--- src/rtl/weight_pkg.sv ---
// ----------------------------------------------------------------------------
// weight_pkg
// Shared definitions for the weight RAM load and fetch paths: frame sync
// bytes, loader state encoding and the parameter image size.
// ----------------------------------------------------------------------------
package weight_pkg;

   // Frame header bytes
   localparam logic [7:0] SYNC0 = 8'hA5;
   localparam logic [7:0] SYNC1 = 8'h5A;

   // Full parameter image size in bytes (also used by the fetch path)
   localparam int TOTAL_BYTES = 529;

   // Loader states
   typedef enum logic [1:0] {
      ST_IDLE    = 2'd0,
      ST_SYNC    = 2'd1,
      ST_PAYLOAD = 2'd2,
      ST_CHECK   = 2'd3
   } wr_state_e;

endpackage

--- src/rtl/weight_ram_writer.sv ---
// ----------------------------------------------------------------------------
// weight_ram_writer
// Accepts a framed byte stream (A5 5A, TOTAL_BYTES payload bytes, mod-256
// checksum) and writes payload byte k to weight RAM address k. `done` is
// raised only after a complete frame with a matching checksum; `err` flags
// a checksum failure or an in-frame timeout.
//
// Ports:
//   clk, rst_n       clock, synchronous active-low reset
//   s_valid/s_data   input byte stream, s_ready back-pressure (1 out of reset)
//   ram_we/addr/din  one-cycle RAM write strobe per payload byte
//   busy             a frame is in progress
//   done / err       result of the last frame (level, mutually exclusive)
// ----------------------------------------------------------------------------
module weight_ram_writer #(
   parameter int TOTAL_BYTES = weight_pkg::TOTAL_BYTES,
   parameter int ADDR_W      = 10,
   parameter int TIMEOUT_CYC = 1000000
) (
   input  logic              clk,
   input  logic              rst_n,
   input  logic              s_valid,
   input  logic [7:0]        s_data,
   output logic              s_ready,
   output logic              ram_we,
   output logic [ADDR_W-1:0] ram_addr,
   output logic [7:0]        ram_din,
   output logic              busy,
   output logic              done,
   output logic              err
);
   import weight_pkg::*;

   localparam int IDLE_W = $clog2(TIMEOUT_CYC + 1);
   localparam logic [ADDR_W-1:0] LAST_CNT  = ADDR_W'(TOTAL_BYTES - 1);
   // The timeout fires on the edge at which the idle count would reach
   // TIMEOUT_CYC, i.e. while the registered count still holds TIMEOUT_CYC-1.
   localparam logic [IDLE_W-1:0] IDLE_LAST = IDLE_W'(TIMEOUT_CYC - 1);

   wr_state_e         state_q, state_d;
   logic [ADDR_W-1:0] cnt_q, cnt_d;
   logic [7:0]        sum_q, sum_d;
   logic [IDLE_W-1:0] idle_q, idle_d;
   logic              ready_q;
   logic              we_q, we_d;
   logic [ADDR_W-1:0] addr_q, addr_d;
   logic [7:0]        din_q, din_d;
   logic              done_q, done_d;
   logic              err_q, err_d;
   logic              beat;

   // Ready drops combinationally with reset so no beat is taken while
   // rst_n is low, and rises on the first edge after release.
   assign s_ready  = ready_q & rst_n;
   assign beat     = s_valid & s_ready;
   assign ram_we   = we_q;
   assign ram_addr = addr_q;
   assign ram_din  = din_q;
   assign busy     = (state_q != ST_IDLE);
   assign done     = done_q;
   assign err      = err_q;

   always_ff @(posedge clk) begin
      if (!rst_n) begin
         state_q <= ST_IDLE;
         cnt_q   <= '0;
         sum_q   <= '0;
         idle_q  <= '0;
         ready_q <= 1'b0;
         we_q    <= 1'b0;
         addr_q  <= '0;
         din_q   <= '0;
         done_q  <= 1'b0;
         err_q   <= 1'b0;
      end else begin
         state_q <= state_d;
         cnt_q   <= cnt_d;
         sum_q   <= sum_d;
         idle_q  <= idle_d;
         ready_q <= 1'b1;
         we_q    <= we_d;
         addr_q  <= addr_d;
         din_q   <= din_d;
         done_q  <= done_d;
         err_q   <= err_d;
      end
   end

   always_comb begin
      state_d = state_q;
      cnt_d   = cnt_q;
      sum_d   = sum_q;
      idle_d  = '0;
      we_d    = 1'b0;
      addr_d  = addr_q;
      din_d   = din_q;
      done_d  = done_q;
      err_d   = err_q;

      if (state_q != ST_IDLE && !beat) begin
         if (idle_q == IDLE_LAST) begin
            // Abort: RAM keeps what was written, result is an error.
            state_d = ST_IDLE;
            err_d   = 1'b1;
            done_d  = 1'b0;
         end else begin
            idle_d = idle_q + 1'b1;
         end
      end

      if (beat) begin
         unique case (state_q)
            ST_IDLE: begin
               if (s_data == SYNC0) state_d = ST_SYNC;
            end
            ST_SYNC: begin
               if (s_data == SYNC1) begin
                  state_d = ST_PAYLOAD;
                  cnt_d   = '0;
                  sum_d   = '0;
                  done_d  = 1'b0;
                  err_d   = 1'b0;
               end else if (s_data != SYNC0) begin
                  state_d = ST_IDLE;
               end
            end
            ST_PAYLOAD: begin
               we_d   = 1'b1;
               addr_d = cnt_q;
               din_d  = s_data;
               sum_d  = sum_q + s_data;
               cnt_d  = cnt_q + 1'b1;
               if (cnt_q == LAST_CNT) state_d = ST_CHECK;
            end
            ST_CHECK: begin
               state_d = ST_IDLE;
               if (s_data == sum_q) done_d = 1'b1;
               else                 err_d  = 1'b1;
            end
            default: state_d = ST_IDLE;
         endcase
      end
   end

endmodule

--- config.mk ---
export PLATFORM = sky130hd
export DESIGN_NAME = weight_ram_writer
export DESIGN_NICKNAME = d
export VERILOG_FILES = /design/src/rtl/weight_pkg.sv /design/src/rtl/weight_ram_writer.sv
export SDC_FILE = /design/constraint.sdc
export NUM_CORES = 1
export LEC_CHECK = 0
export BUFFER_PORTS_ARGS = -buffer_cell sky130_fd_sc_hd__buf_2
export CORE_MARGIN = 5
export CORE_UTILIZATION = 55
export CTS_CLUSTER_DIAMETER = 80
export CTS_CLUSTER_SIZE = 40
export DETAILED_ROUTE_END_ITERATION = 8
export GPL_ROUTABILITY_DRIVEN = 0
export PLACE_DENSITY = 0.84
export SLEW_MARGIN = 10
export SYNTH_ARGS = -nofsm -noshare
export SYNTH_HDL_FRONTEND = slang
export SYNTH_SLANG_ARGS = --single-unit
--- constraint.sdc ---
create_clock -name clk -period 4.05 [get_ports clk]
set_input_delay 0.405 -clock clk [delete_from_list [all_inputs] [get_ports clk]]
set_output_delay 0.405 -clock clk [all_outputs]
set_load 0.01 [all_outputs]
# Word level (Yosys, flattened, before mapping)
# Cells that the tools add are included.
# word_totals
reg_bits,62
output_inout_bits,23
elab_cells,62
# op_classes
addsub,3
eq_ne,10
n_mux,26
bitwise_logic,4
reduce_logical,9
# ops
cell,count
20-bit by 1-bit adder with 20-bit output (second input constant),1
20-bit == test (second input constant),1
10-bit case mux with 2 select lines,1
8-bit case mux with 2 select lines,1
2-bit two-way mux,7
1-bit two-way mux,12
10-bit by 1-bit adder with 10-bit output (second input constant),1
10-bit == test (second input constant),1
10-bit two-way mux,1
8-bit adder,1
8-bit by 7-bit == test with 1-bit output (second input constant),1
8-bit == test,1
8-bit == test (second input constant),1
8-bit two-way mux,1
8-bit != test (second input constant),1
2-bit case mux with 4 select lines,1
2-bit == test (second input constant),2
1-bit case mux with 2 select lines,2
2-bit AND reduction,2
2-bit nonzero test,2
3-bit AND reduction,1
3-bit OR reduction,1
1-bit AND,2
2-bit by 1-bit == test with 1-bit output (second input constant),1
5 further kinds,6

# Longest topological paths before layout
# depth
word_depth,9
ltp_mapped,7
depth_no_buf,7

# Worst setup path after synthesis
# Ideal clock, no wire load.
# synth_path
path_type,in2reg
start,input s_data[0]
end,register sum_q[6]
arrival_time_ns,1.754
t_required_ns,3.933
path_slack_ns,2.179
cell_stages,7
path_buffers,0
path_cell_list,ha_1 fa_1 a211oi_1 o21bai_1 a21oi_1 xnor2_1 a22o_1
# synth_between
elab_chain_len,3
# synth_lines
element,line_no,text
from (decl),weight_ram_writer.sv:23,"input logic [7:0] s_data,"
"parallel branches: the longest is 3 deep, another holds 8-bit adder",n/a,
to (signal assigned),weight_ram_writer.sv:78,sum_q <= sum_d;
to (decl),weight_ram_writer.sv:42,"logic [7:0] sum_q, sum_d;"
# Several ways; the timed one is not identified.
# A chain may end at the register's enable or synchronous reset.

# Worst setup path in the final report
# layout_path
start,register state_q[1]
end,register sum_q[7]
# layout_between
elab_chain_len,3
# layout_lines
element,line_no,text
from (decl),weight_ram_writer.sv:40,"wr_state_e state_q, state_d;"
from (signal assigned),weight_ram_writer.sv:76,state_q <= state_d;
2-bit by 1-bit == test with 1-bit output / 2-bit == test (equally long branches),weight_ram_writer.sv:112,unique case (state_q)
2-bit != test (no line) / 2-bit nonzero test (equally long branches),n/a,
3-bit AND reduction (no line),n/a,
# Parallel ways exist; a longest one is shown, timed or not.

==> impl_metrics.toml <==
[clocking]
cts_tree = "done"
postCtsSetupRepairBufs = 0
ctsResizeCount = 0
clock_sinks = 62
clock_path_buffers = 2
cts_root_buffer = "clkbuf_8"
clkTransAtPathRegs_ns = 0.06
cts_hold_buf = 0
insertion_delay_ns = 0.34
cts_inserted_buffers = 9
cts_max_level = 3

[finish]
fin_area_um2 = 3250
layout-drive-gt1-share = 0.149
nNetsFinal = 388
postLayoutCoreUtil = 0.636
stdcell_count = 440
area_growth_pct = 12.4
diodes = 0

[synth]
synth_seq_cells = 62
yosysSeqAreaShare = 0.429
netlist_top_cells_area = "dfxtp_1, nand2_1, a21oi_1, ha_1, xor2_1"
syn_inst = 333
synth_ff_type = "dfxtp_1"
syn_area_um2 = 2890
synthMuxAreaShare = 0.00389
synth.top_cells.by_count = "dfxtp_1, nand2_1, nor2_1, a21oi_1"
synth_most_common_cell = "dfxtp_1"
synth-adder-area-share = 0.0502
synth_xor_area_frac = 0.0727
synth_nets = 355
ys_types = 53
synth_top_family_by_area = "simple AND/OR/NAND/NOR gates"
synth_edf_count = 0
synthArstFlopShare = 0
synthDominantCellAreaShare = 0.429
post_synth.cell_area_avg_um2 = 8.68
synth_top_cell_by_area = "dfxtp_1"
yosys_warnings = 0
yosys.area_share.simple = 0.266
synth_compound_gate_area_share = 0.146

[timing]
fin_setup_tns_ns = 0
final.setup_skew_ns = 0.00703
worst_pin_slew_ns = 0.850
relSlewSlack = 0.432
rsz0062_at_grt = "false"
layout_min_cycle_time_ns = 2.53
setup_violations = 0
maxSlewViolCount = 0
hold_violations = 0
fin_hold_ws_ns = 0.346
fmax_ghz = 0.396
setup_ws_ns = 1.52
fin_crit_sh = 0.624

[worst_setup_path]
required_ns = 4.27
critPathArrivalTime_ns = 2.75
crit_type = "reg2reg"
start_kind = "flop"
r2r_cells = 5
endpoint_kind = "flop"
r2r_end = "sum_q[7]$_SDFFE_PN0P_"
reg2reg_slack_ns = 1.52
rr_startpoint = "state_q[1]$_SDFF_PN0_"
worstPathMaxFanout = 35

[detailed_routing]
routedWlPerCell_um = 13.7
via_per_inst = 5.57
firstDrtPassIters = 4
ant_nets = 0
drc = 0
routed_wl_um = 6020
drt-initial-drc-count = 154
vias = 2450

[pwr]
peakVddDrop_uv = 189
p_total_mw = 1.12
leakage_nw = 1.28
powerDensity_nw_per_um2 = 344

[hold_path]
min-delay-start = "s_data[0]"
hold_class = "in2reg"
whs_endpoint = "ram_din[0]$_SDFFE_PN0P_"
hold_depth = 3

[global_routing]
grt_util_all_layers = 0.197
grt_max_degree = 36
grt_pass1_vias = 2283
grt_antenna_before_repair = 0
grt_remaining_overflow = 0
grt_pass1_wl_um = 10100

[floorplanning]
dieArea_um2 = 6810
start_util = 0.566
core.rowCount = 26
coreArea_um2 = 5110
die_w_um = 82.5
io_pins = 34
die_h_um = 82.5

[placed_design]
hpwl_um = 4370
dp_cells = 425
portBuffers = 33
post_dp_cell_area_um2 = 3080
dpl_worst_slack_ns = 1.42

[run_status]
status = "finished clean"

[run]
max-cap-violations = 0
==> critical path, stage by stage, from the launching register on <==
cell	delay (ns)
dfxtp_1	0.44
nor2b_1	0.30
nand2_1	0.51
inv_2	0.63
nor2_2	0.20
a211o_1	0.32
==> worst max-delay path by stage <==
stage / to / start / cells past startpoint
3_5_place_dp: sum_q[7]$_SDFFE_PN0P_ / rst_n / 6
4_1_cts: sum_q[7]$_SDFFE_PN0P_ / state_q[1]$_SDFF_PN0_ / 5
5_1_grt: sum_q[7]$_SDFFE_PN0P_ / state_q[1]$_SDFF_PN0_ / 5
3_3_place_gp: sum_q[7]$_SDFFE_PN0P_ / rst_n / 6
2_1_floorplan: sum_q[6]$_SDFFE_PN0P_ / s_data[0] / 7
6_report: sum_q[7]$_SDFFE_PN0P_ / state_q[1]$_SDFF_PN0_ / 5
==> power by group <==
group	internal [mW]	total [mW]	switching (mW)	leakage [nW]
sequential	0.611	0.613	0.00181	0.500
combinational	0.0135	0.0402	0.0268	0.694
clock	0.252	0.466	0.214	0.0865
==> layout by cell type, fill, tap and decap left out, types with 3 or more instances in the layout <==
master,count
dfxtp_1,62
nand2_1,52
buf_2,33
nor2_1,30
a21oi_1,25
nand3_1,14
xor2_1,14
o21ai_0,11
clkbuf_8,11
xnor2_1,10
ha_1,10
nand4_1,8
a22o_1,8
inv_1,7
and3_1,7
nor3_1,7
a31oi_1,5
nor4_1,4
and4_1,3
nand2b_1,3
a21o_1,3
clkbuf_1,3
==> logic make-up (layout without fill, tap and decap cells) <==
| family | count (synthesis) | count (layout) |
|---|---|---|
| mux | 1 | 1 |
| simple gates | 150 | 150 |
| compound gates | 66 | 66 |
| flops | 62 | 62 |
| buf+inv | 19 | 56 |
| fa+ha+maj | 11 | 11 |
| xor+xnor | 24 | 24 |
==> state kept, by name, indices dropped and copies added (netlist names) <==
register	flops
done	1
err	1
ready_q	1
ram_din	8
ram_addr	10
sum_q	8
cnt_q	10
state_q	2
ram_we	1
idle_q	20
==> area by class of cell <==
cell class | count | area (um2)
Clock buffer | 14 | 163
Clock inverter | 1 | 5.00
Fill cell | 429 | 1860
Inverter | 8 | 30.0
Multi-Input combinational cell | 252 | 1560
Sequential cell | 62 | 1240
Tap cell | 70 | 87.6
Timing Repair Buffer | 33 | 165
==> routing by layer <==
| metal | GRT usage | vias up | wire length, um |
|---|---|---|---|
| li1 | - | 1246 | - |
| met1 | 0.249 | 1134 | 2810 |
| met2 | 0.312 | 62 | 2770 |
| met3 | 0.0521 | 8 | 355 |
| met4 | 0.0964 | 0 | 84 |
| met5 | 0 | - | 0 |
Power figures use the tool's default switching activity.
